### config.mk
export PLATFORM = sky130hd
export DESIGN_NAME = mult_share_ctrl
export DESIGN_NICKNAME = d
export VERILOG_FILES = /design/src/rtl/mult_share_pkg.sv /design/src/rtl/mult_mnbit.sv /design/src/rtl/rr_arb2.sv /design/src/rtl/mult_share_ctrl.sv
export SDC_FILE = /design/constraint.sdc
export NUM_CORES = 1
export LEC_CHECK = 0
export ABC_CLOCK_PERIOD_IN_PS = 9750
export CORE_MARGIN = 2
export CORE_UTILIZATION = 55
export CTS_BUF_LIST = sky130_fd_sc_hd__clkbuf_4 sky130_fd_sc_hd__clkbuf_8
export CTS_CLUSTER_DIAMETER = 60
export DETAILED_ROUTE_END_ITERATION = 6
export PLACE_DENSITY = 0.84
export SETUP_SLACK_MARGIN = 0.5
export SLEW_MARGIN = 20
export SYNTH_ARGS = -nofsm -noshare
export SYNTH_HDL_FRONTEND = slang
export SYNTH_SLANG_ARGS = --single-unit
### constraint.sdc
create_clock -name clk -period 9.75 [get_ports clk]
set_input_delay 0.975 -clock clk [delete_from_list [all_inputs] [get_ports clk]]
set_output_delay 0.975 -clock clk [all_outputs]
set_load 0.03 [all_outputs]
### src/rtl/mult_share_pkg.sv
// Shared types and constants for the two-requester multiplier sharing controller.
package mult_share_pkg;

  localparam int NUM_REQ = 2;

  typedef enum logic [1:0] {
    IDLE = 2'd0,
    CALC = 2'd1,
    RESP = 2'd2
  } state_t;

  typedef logic req_idx_t;

  function automatic logic [NUM_REQ-1:0] idx2onehot(input req_idx_t idx);
    return NUM_REQ'(1) << idx;
  endfunction

endpackage

### src/rtl/mult_mnbit.sv
// Combinational unsigned M x N array multiplier, full M+N bit product.
// Zero latency; no flow control, callers hold operands stable while it settles.
module mult_mnbit #(
  parameter int M = 4,
  parameter int N = 4
) (
  input  logic [M-1:0]   a,
  input  logic [N-1:0]   b,
  output logic [M+N-1:0] p
);

  always_comb begin
    p = '0;
    for (int i = 0; i < N; i++) begin
      if (b[i]) p = p + ((M+N)'(a) << i);
    end
  end

endmodule

### src/rtl/rr_arb2.sv
// Two-input arbiter, one-hot grant; round-robin on last_grant when MULT_SHARE_FAIR_EN
// is defined, otherwise fixed priority to requester 0. Purely combinational.
module rr_arb2
  import mult_share_pkg::*;
(
  input  logic [NUM_REQ-1:0] req_valid,
`ifdef MULT_SHARE_FAIR_EN
  input  req_idx_t           last_grant,
`endif
  output logic [NUM_REQ-1:0] gnt,
  output req_idx_t           gnt_idx
);

  always_comb begin
    gnt_idx = 1'b0;
    if (req_valid == 2'b11) begin
`ifdef MULT_SHARE_FAIR_EN
      gnt_idx = ~last_grant;
`else
      gnt_idx = 1'b0;
`endif
    end else if (req_valid[1]) begin
      gnt_idx = 1'b1;
    end
    gnt = (req_valid == '0) ? '0 : idx2onehot(gnt_idx);
  end

endmodule

### src/rtl/mult_share_ctrl.sv
// Shares one multiplier between two valid/ready requesters (fair arbitration with MULT_SHARE_FAIR_EN).
// Response CALC_CYC+1 cycles after accept; one op in flight, held in RESP until the owner takes it.
module mult_share_ctrl
  import mult_share_pkg::*;
#(
  parameter int M        = 4,
  parameter int N        = 4,
  parameter int CALC_CYC = 1
) (
  input  logic               clk,
  input  logic               rst_n,
  input  logic [NUM_REQ-1:0] req_valid,
  output logic [NUM_REQ-1:0] req_ready,
  input  logic [M-1:0]       req_a0,
  input  logic [M-1:0]       req_a1,
  input  logic [N-1:0]       req_b0,
  input  logic [N-1:0]       req_b1,
  output logic [NUM_REQ-1:0] resp_valid,
  input  logic [NUM_REQ-1:0] resp_ready,
  output logic [M+N-1:0]     resp_prod,
  output logic               busy
);

  localparam int            CW       = $clog2(CALC_CYC + 1);
  localparam logic [CW-1:0] CNT_ONE  = CW'(1);
  localparam logic [CW-1:0] CNT_LOAD = CW'(CALC_CYC);

  state_t          state_q;
  logic            idle_q;
  logic [CW-1:0]   cnt_q;
  req_idx_t        owner_q;
  logic [M-1:0]    op_a_q;
  logic [N-1:0]    op_b_q;
  logic [M+N-1:0]  prod_q;
`ifdef MULT_SHARE_FAIR_EN
  req_idx_t        last_grant_q;
`endif

  logic [NUM_REQ-1:0] gnt;
  req_idx_t           gnt_idx;
  logic [M+N-1:0]     mult_p;
  logic               req_fire;
  logic               resp_fire;

  rr_arb2 u_arb (
    .req_valid (req_valid),
`ifdef MULT_SHARE_FAIR_EN
    .last_grant(last_grant_q),
`endif
    .gnt       (gnt),
    .gnt_idx   (gnt_idx)
  );

  // op_a_q/op_b_q -> prod_q is a CALC_CYC-cycle multicycle path.
  mult_mnbit #(.M(M), .N(N)) u_mult (
    .a(op_a_q),
    .b(op_b_q),
    .p(mult_p)
  );

  // idle_q is a registered IDLE flag that stays low while in reset, keeping req_ready quiet.
  assign req_ready  = idle_q ? (gnt & req_valid) : '0;
  assign req_fire   = |req_ready;
  assign resp_valid = (state_q == RESP) ? idx2onehot(owner_q) : '0;
  assign resp_fire  = (state_q == RESP) && resp_ready[owner_q];
  assign resp_prod  = prod_q;
  assign busy       = (state_q != IDLE);

  always_ff @(posedge clk or negedge rst_n) begin
    if (!rst_n) begin
      state_q      <= IDLE;
      idle_q       <= 1'b0;
      cnt_q        <= '0;
      owner_q      <= 1'b0;
      op_a_q       <= '0;
      op_b_q       <= '0;
      prod_q       <= '0;
`ifdef MULT_SHARE_FAIR_EN
      last_grant_q <= 1'b1;
`endif
    end else begin
      case (state_q)
        IDLE: begin
          if (req_fire) begin
            state_q      <= CALC;
            idle_q       <= 1'b0;
            cnt_q        <= CNT_LOAD;
            owner_q      <= gnt_idx;
            op_a_q       <= gnt_idx ? req_a1 : req_a0;
            op_b_q       <= gnt_idx ? req_b1 : req_b0;
`ifdef MULT_SHARE_FAIR_EN
            last_grant_q <= gnt_idx;
`endif
          end else begin
            idle_q <= 1'b1;
          end
        end
        CALC: begin
          cnt_q <= cnt_q - CNT_ONE;
          if (cnt_q == CNT_ONE) begin
            prod_q  <= mult_p;
            state_q <= RESP;
          end
        end
        RESP: begin
          // Return through IDLE so a new request never shares the response handshake cycle.
          if (resp_fire) begin
            state_q <= IDLE;
            idle_q  <= 1'b1;
          end
        end
        default: begin
          state_q <= IDLE;
          idle_q  <= 1'b0;
        end
      endcase
    end
  end

endmodule

After elaboration in Yosys (flattened, before gate mapping)
Index checks and enable logic that the tools add are counted.

Bits in registers: 21. Word-level logic and storage cells: 55. Output and inout bits: 13.

Add/subtract/negate cells: 4. Eq/ne operators: 6. Multiplexer cells: 22. Reduce and logical (&&, ||, !) cells: 11. Shifts and indexed selects: 2. Bitwise logic cells: 2. Order comparisons: 1.

Operators by type and width (number): 8-bit two-way mux (3); 2-bit two-way mux (6); 4-bit two-way mux (3); 8-bit by 5-bit adder with 8-bit output (1); 8-bit by 6-bit adder with 8-bit output (1); 8-bit by 7-bit adder with 8-bit output (1); 2-bit AND reduction (4); 1-bit two-way mux (7); 2-bit != test, second input constant (3); 2-bit one-hot mux with 3 select lines (1); 2-bit == test, second input constant (2); 2-bit logical NOT (2); 2-bit nonzero test (2); 1-bit by 1-bit << shifter with 2-bit output, first input constant (2); 1-bit one-hot mux with 3 select lines (1); 3-bit AND reduction (1); 2-bit bitwise AND (1); 2-bit by 1-bit == test with 1-bit output, second input constant (1); 1-bit by 2-bit < comparator with 1-bit output, second input constant (1); 1-bit one-hot mux with 2 select lines (1); 2-bit OR reduction (1); 1-bit logical AND (1); 1-bit inverter (1); 1-bit subtractor, second input constant (1).

Logic depth before layout (Yosys ltp)
Gate-level depths: netlist of the first run.

Depth in word-level cells: 9. Gate-level depth with buffers: 18. Depth with buffers taken out: 18.

Modules after synthesis
Synthesis of the first run repeated with hierarchy kept, for this count alone.

Cell total of the unflattened synthesis: 142. Area, all modules: 1572.8 µm².

By module, submodules not included: mult_share_ctrl (area each 992.2 µm², instances 1, cells each 70, sequential area each 525.5 µm²); mult_mnbit (area each 563.0 µm², instances 1, cells each 69, sequential area each 0.0 µm²); rr_arb2 (area each 17.5 µm², instances 1, cells each 3, sequential area each 0.0 µm²).

Least setup slack after synthesis of the first run
No wires, ideal clock.

Path type: register -> register. Start point: register op_a_q[1]. End point: register prod_q[7] (netlist: resp_prod[7]). Setup slack: 6.334 ns. Required time: 9.623 ns. Path buffers: 0. Data arrival time: 3.289 ns. Stages on the path, launching flop included: 16. Cells stage by stage: dfrtp_1 and2_1 ha_1 inv_1 fa_1 mux2i_1 ha_1 inv_1 fa_1 nand2_1 o31a_1 ha_1 fa_1 a21o_1 a21oi_1 o21ai_0.

Cells in the longest elaborated chain, start to end: 7.

RTL lines: start: declaration (RTL line mult_share_ctrl.sv:32) `logic [M-1:0] op_a_q;`; start signal: assignment (RTL line mult_share_ctrl.sv:89) `op_a_q <= gnt_idx ? req_a1 : req_a0;`; 4-bit two-way mux (RTL line mult_mnbit.sv:15) `if (b[i]) p = p + ((M+N)'(a) << i);`; 8-bit by 5-bit adder with 8-bit output (RTL line mult_mnbit.sv:15); 8-bit two-way mux (RTL line mult_mnbit.sv:15); 8-bit by 6-bit adder with 8-bit output (RTL line mult_mnbit.sv:15); 8-bit two-way mux (RTL line mult_mnbit.sv:15); 8-bit by 7-bit adder with 8-bit output (RTL line mult_mnbit.sv:15); 8-bit two-way mux (*) (RTL line mult_mnbit.sv:15); end signal: assignment (RTL line mult_share_ctrl.sv:101) `prod_q <= mult_p;`; end: declaration (RTL line mult_share_ctrl.sv:34) `logic [M+N-1:0] prod_q;`.

Mark *: on every way between the ends. The rest lies on a longest branch, timed or not. A chain may end at the register's enable or synchronous reset.

Worst setup path after layout of the first run
Start point: input req_valid[1]. End point: output req_ready[1].

Cells in the longest elaborated chain, start to end: 6. Elaborated cells between the ends (all ways): 8. Classes of those cells: eq/ne: 1; shift: 1; mux: 4; bitwise: 1; reduce/logical: 1.

RTL lines: start: declaration (RTL line mult_share_ctrl.sv:12) `input logic [NUM_REQ-1:0] req_valid,`; 2-bit == test / 1-bit two-way mux (equally long branches) (RTL line rr_arb2.sv:16, rr_arb2.sv:22); 1-bit two-way mux (RTL line rr_arb2.sv:16) `if (req_valid == 2'b11) begin`; 1-bit by 1-bit << shifter with 2-bit output (RTL line mult_share_pkg.sv:15) `return NUM_REQ'(1) << idx;`; 2-bit two-way mux (RTL line rr_arb2.sv:25) `gnt = (req_valid == '0) ? '0 : idx2onehot(gnt_idx);`; 2-bit bitwise AND (*) (RTL line mult_share_ctrl.sv:62) `assign req_ready = idle_q ? (gnt & req_valid) : '0;`; 2-bit two-way mux (*) (RTL line mult_share_ctrl.sv:62); end: declaration (RTL line mult_share_ctrl.sv:13) `output logic [NUM_REQ-1:0] req_ready,`.

Marked as above.

==> reports/metrics.csv, run 1 <==
metric,value,unit
Hold Path Class,flop to flop,
ys flop type,dfrtp_1,
Post-Syn Instances,156,
post-CTS sizing,0,
Port Buf Inserts,34,
Mean Syn Cell Area,9.12,µm²
power density cells,311,nW/µm²
fmax,0.250,GHz
number of hold violations in the final report,0,
setup repair bufs after CTS,0,
Total Neg Setup Slack,0,ns
vias in the first global route,1141,
CTS Hold Buffers Added,0,
DRT Pass-1 Iters,4,
RePlAce Congestion,0.843,
LEAKAGE,0.000854,µW
initial antenna violation count,0,
final core utilization,0.736,
"EDFF count, synth",0,
synth-to-layout area growth,27.1,%
worst slack at placement,5.74,ns
Final Cycle Share,0.410,
most numerous cell in the Yosys netlist,nand2_1,
Clock Latency Late Sink,0.30,ns
core area,2450,µm²
sw frac,0.473,
outcome,finished clean,
Iteration-0 DRC Markers,18,
Layout Nets,227,
GRT Residual Overflow,0,
RSZ-0062 raised after global routing,false,
peak supply drop,0.189,mV
Worst setup EP type,output pin,
kind of critical path,input pin to output pin,
endpoints failing setup,0,
wire per inst,13.7,µm
# IOs,35,
CTS root buf,clkbuf_4,
Seq cells post-synth,21,
Clock Sinks,21,
vias per cell,5.69,
Max Cap Viol,0,
largest area contributor in the netlist,dfrtp_1,
layout cells sized above 1,0.0368,
P_sw,266,µW
area fraction of the dominant cell type after synthesis,0.369,
number of library cell types mapped by synthesis,30,
minimum clock period,4.00,ns
Final Worst Setup Slack,5.75,ns
Worst-path clk slew,0.13,ns
Synth area leaders,"dfrtp_1 37%, ha_1 9.7%, mux2i_1 7.7%",
Async SR Flop Fraction,1.00,
pin count of the biggest net entering global routing,22,
share of power burned in the clock network,0.075,
worst-margin pin slew,0.993,ns
DIE WIDTH,54.9,µm
Inserted Clock Buffers,3,
CP Max Fanout,9,
relative slew slack,0.334,
synthesized area,1420,µm²
sequential-to-total area share from yosys stat,0.369,
H-tree levels,1,
DIE HEIGHT,54.9,µm
first-pass GRT wire length,4770,µm
post-DP HPWL,2470,µm
synthesis warning total,0,
type of origin of the critical path,input pin,
ANT cells,0,
internal power,296,µW
Logic pwr share,0.603,
die area,3010,µm²
initial core utilization,0.580,
skew final,0.00915,ns
FILL cells,184,
remaining antenna violation count after routing,0,
Routed WL,3010,µm
"Req. time, crit path",8.78,ns
Synth top cells by count,"23 x nand2_1, 21 x dfrtp_1, 18 x o21ai_0",
arrival time at the worst endpoint,3.02,ns
sequential share of power,0.322,
CTS tree,yes,
row count,18,
CTS Buffer Depth,2,
Slew Limit Fails,0,
detailed-route via count,1252,
aggregate global-route resource usage,0.219,
Residual DRC,0,
Mapped Nets,192,
path summary, 6_finish.rpt:
path	start	end	slack (ns)	cells after the start
worst max-delay path	req_valid[1]	req_ready[1]	5.75	4
worst min-delay path	resp_prod[0]$_DFFE_PN0P_	resp_prod[0]$_DFFE_PN0P_	0.49	2
worst max register to register	op_a_q[1]$_DFFE_PN0P_	resp_prod[7]$_DFFE_PN0P_	5.96	15
worst min register to register	resp_prod[0]$_DFFE_PN0P_	resp_prod[0]$_DFFE_PN0P_	0.49	2
max in group asynchronous	rst_n	op_b_q[1]$_DFFE_PN0P_	8.82	1
min in group asynchronous	rst_n	resp_prod[6]$_DFFE_PN0P_	0.60	1
flip-flops by register name (all words and copies together) (netlist names):
register	flops
cnt_q	1
idle_q	1
op_a_q	4
op_b_q	4
owner_q	1
resp_prod	8
state_q	2
stage by stage:
step / cell area [µm²] / hold slack (ns) / std cells / power [µW]
finish: 1810 / 0.487 / 220 / 562
global route: 1810 / 0.528 / 220 / 617
CTS: 1810 / 0.491 / 220 / 564
detailed placement: 1790 / 0.462 / 216 / 521
global placement: 1790 / 0.458 / 216 / 503
floorplan: 1420 / 0.506 / 156 / 414
per-layer routing:
layer,wire (µm),track usage
met5,0,0
met4,10,0.0792
met3,130,0.0301
met2,1520,0.369
met1,1350,0.284
worst max-delay path, stage by stage:
cell and delay (ns):
clkdlybuf4s50_1 0.49, nor2b_1 0.67, and2_1 0.22, clkdlybuf4s50_1 0.66
final cells by class:
cell class	count	area (µm²)	share of cell area
clock inverter	1	5.00	0.00277
sequential	21	526	0.291
multi-input combinational	122	848	0.469
inverter	9	33.8	0.0187
tap	30	37.5	0.0208
timing repair buffer	34	335	0.185
clock buffer	3	22.5	0.0125
cells in the final DEF (no fill, tap or decap), types with 2 or more instances in the layout:
cell type / n
nor2_1: 3
fa_1: 3
dfrtp_1: 21
and3_1: 3
nor3b_1: 2
xnor2_1: 3
a31oi_1: 2
and3b_1: 2
ha_1: 11
mux2i_1: 11
clkdlybuf4s50_1: 33
nand3b_1: 2
clkbuf_4: 3
nand3_1: 6
inv_1: 9
a21o_1: 3
nor2b_1: 2
o21ai_0: 18
a22oi_1: 2
and2_1: 3
nand2b_1: 4
a21oi_1: 11
nand2_1: 23
power by group through the flow:
stage	sequential, µW	clock [µW]	combinational, µW
2_1_floorplan	190	0	224
3_3_place_gp	178	0	325
3_5_place_dp	181	0	339
4_1_cts	180	43.5	341
5_1_grt	187	46.2	384
6_report	181	42.2	339
logic make-up (layout without fill, tap and decap cells):
family                     count (synthesis)  after routing  synth area share
DFF                                       21             21             0.369
AOI/OAI and AO/OA                         40             40             0.160
xor gates and xnor gates                   3              3            0.0185
buffers and inverters                     13             47            0.0343
muxes                                     11             11            0.0774
and+or+nand+nor                           52             52             0.186
adders and majority gates                 16             16             0.154
No activity file was read; power rests on OpenSTA's default activity.
==> inputs of run 2 (changes only) <==
- ABC_CLOCK_PERIOD_IN_PS: 9750 -> 3300
- CORE_UTILIZATION: 55 -> 46
- PLACE_DENSITY: 0.84 -> 0.74
- clock period: 9.75 -> 3.3 ns (I/O delays scaled with it)
==> reports/metrics.csv, run 2 (synthesized netlist as in run 1, its figures left out) <==
metric,value,unit
H-tree levels,1,
die area,3550,µm²
Crit path depth,16,
worst-margin pin slew,0.927,ns
"Cell Chain, Critical Path","and2_4, ha_4, inv_2, fa_1, mux2i_1, ha_2, inv_2, fa_1, nand2_1, o31a_1, ha_4, fa_2, xnor2_1, nand3_1, o21ai_0, a31oi_1",
Inserted Clock Buffers,3,
"most common cell after layout, fill and taps aside",clkdlybuf4s50_1,
Clock Latency Late Sink,0.30,ns
Port Buf Inserts,34,
endpoints failing setup,4,
initial core utilization,0.474,
Final Total Pwr,1940,µW
Hold WS,0.487,ns
detailed-route via count,1312,
Worst setup EP type,flop,
Max Cap Viol,0,
# placed instances,231,
DIE HEIGHT,59.6,µm
Critical-path top delay cell,fa_1,
max incr delay on CP,0.47,ns
kind of critical path,flop to flop,
final core utilization,0.670,
type of origin of the critical path,flop,
Hold Crit Start,resp_prod[0]$_DFFE_PN0P_,
Reg2Reg Setup Slack,-0.15,ns
hold worst-path end,resp_prod[0]$_DFFE_PN0P_,
vias per cell,5.47,
arrival time at the worst endpoint,3.64,ns
post-DP HPWL,2680,µm
Hold Path Class,flop to flop,
wire per inst,14.4,µm
CTS Buffer Depth,2,
minimum clock period,3.45,ns
Final Cycle Share,1.05,
Worst-path clk slew,0.12,ns
crit-path leading delay family,adder cells,
skew final,0.00475,ns
LEAKAGE,0.000942,µW
layout cells sized above 1,0.179,
"Req. time, crit path",3.49,ns
synth-to-layout area growth,41.3,%
first-pass GRT wire length,5700,µm
peak supply drop,0.400,mV
CP Max Fanout,3,
Iteration-0 DRC Markers,18,
worst reg2reg startpoint,op_b_q[0]$_DFFE_PN0P_,
max FFs per register,8,
outcome,"finished, violations left",
worst path bufs/invs,2,
relative slew slack,0.380,
RSZ-0062 raised after global routing,true,
CTS Hold Buffers Added,0,
Routed WL,3460,µm
DRT Pass-1 Iters,4,
remaining antenna violation count after routing,0,
worst r2r path cells,16,
row count,20,
vias in the first global route,1253,
hold depth,2,
aggregate global-route resource usage,0.216,
Slew Limit Fails,0,
Layout Nets,244,
pin count of the biggest net entering global routing,22,
fmax,0.290,GHz
post-route insts no fill,240,
CTS root buf,clkbuf_4,
Residual DRC,0,
FF-to-FF End,resp_prod[5]$_DFFE_PN0P_,
RePlAce Congestion,0.834,
CTS tree,yes,
GRT Residual Overflow,0,
worst slack at placement,-0.184,ns
initial antenna violation count,0,
most frequent cells in the layout,"34 x clkdlybuf4s50_1, 23 x nand2_1, 20 x dfrtp_1, 17 x buf_4, 14 x o21ai_0",
violated checks,setup timing,
Clock Sinks,21,
Final Worst Setup Slack,-0.149,ns
ANT cells,0,
core area,3000,µm²
number of hold violations in the final report,0,
power density cells,966,nW/µm²
# IOs,35,
DIE WIDTH,59.6,µm
-- run 2: changes by cell type in the layout (fill, tap and decap cells not counted), moves of 2 or more --
cell,change
buf_4,+17
o21ai_0,-4
o21ai_1,+4
ha_1,-3
a21oi_1,-2
a21oi_2,+2
ha_4,+2
inv_1,-2
inv_2,+2
-- run 2: metal layers --
metal | up-vias | track usage | routed length, µm
met5 | - | 0 | 0
met4 | 0 | 0.0508 | 30
met3 | 6 | 0.0349 | 195
met2 | 49 | 0.394 | 1840
met1 | 606 | 0.265 | 1400
li1 | 651 | - | -
-- run 2: worst max path at each step --
| stage | from | end |
|---|---|---|
| finish | op_b_q[0]$_DFFE_PN0P_ | resp_prod[5]$_DFFE_PN0P_ |
| floorplan | op_b_q[0]$_DFFE_PN0P_ | resp_prod[4]$_DFFE_PN0P_ |
| global placement | op_b_q[0]$_DFFE_PN0P_ | resp_prod[7]$_DFFE_PN0P_ |
| global route | op_b_q[0]$_DFFE_PN0P_ | resp_prod[5]$_DFFE_PN0P_ |
| detailed placement | op_a_q[1]$_DFFE_PN0P_ | resp_prod[7]$_DFFE_PN0P_ |
| CTS | op_b_q[0]$_DFFE_PN0P_ | resp_prod[5]$_DFFE_PN0P_ |
-- run 2: repair_timing --
action / CTS / global route
setup buffers: 3 / 2
endpoints found under the setup margin: 5 / 5
gates resized for setup: 5 / 5
pin swaps: 3 / 2
-- run 2: final cells by class --
class / count / area [µm²]
Inverter: 9 / 33.8
Clock buffer: 3 / 22.5
Multi-Input combinational cell: 122 / 913
Sequential cell: 21 / 527
Fill cell: 241 / 992
Tap cell: 33 / 41.3
Timing Repair Buffer: 51 / 468
Clock inverter: 1 / 5.00
-- run 2: worst min-delay path, stage by stage, from the launching register on --
cell and delay [ns]:
dfrtp_1 0.37, nand2_1 0.05, nand2_1 0.05
-- run 2: power by group --
group          total [µW]  leakage [µW]  switching [µW]  internal [µW]
registers             501      0.000259             125            376
logic                1320      0.000665             681            635
clock network         125     0.0000177            80.2           45.1
total                1940      0.000942             886           1060
-- run 2: per-stage QoR --
stage / setup TNS, ns / instance area [µm²]
after floorplan: 0 / 1450
after global placement: -0.163 / 1910
after detailed placement: -0.654 / 1910
after CTS: -0.437 / 1970
after global routing: -1.20 / 2010
final: -0.475 / 2010
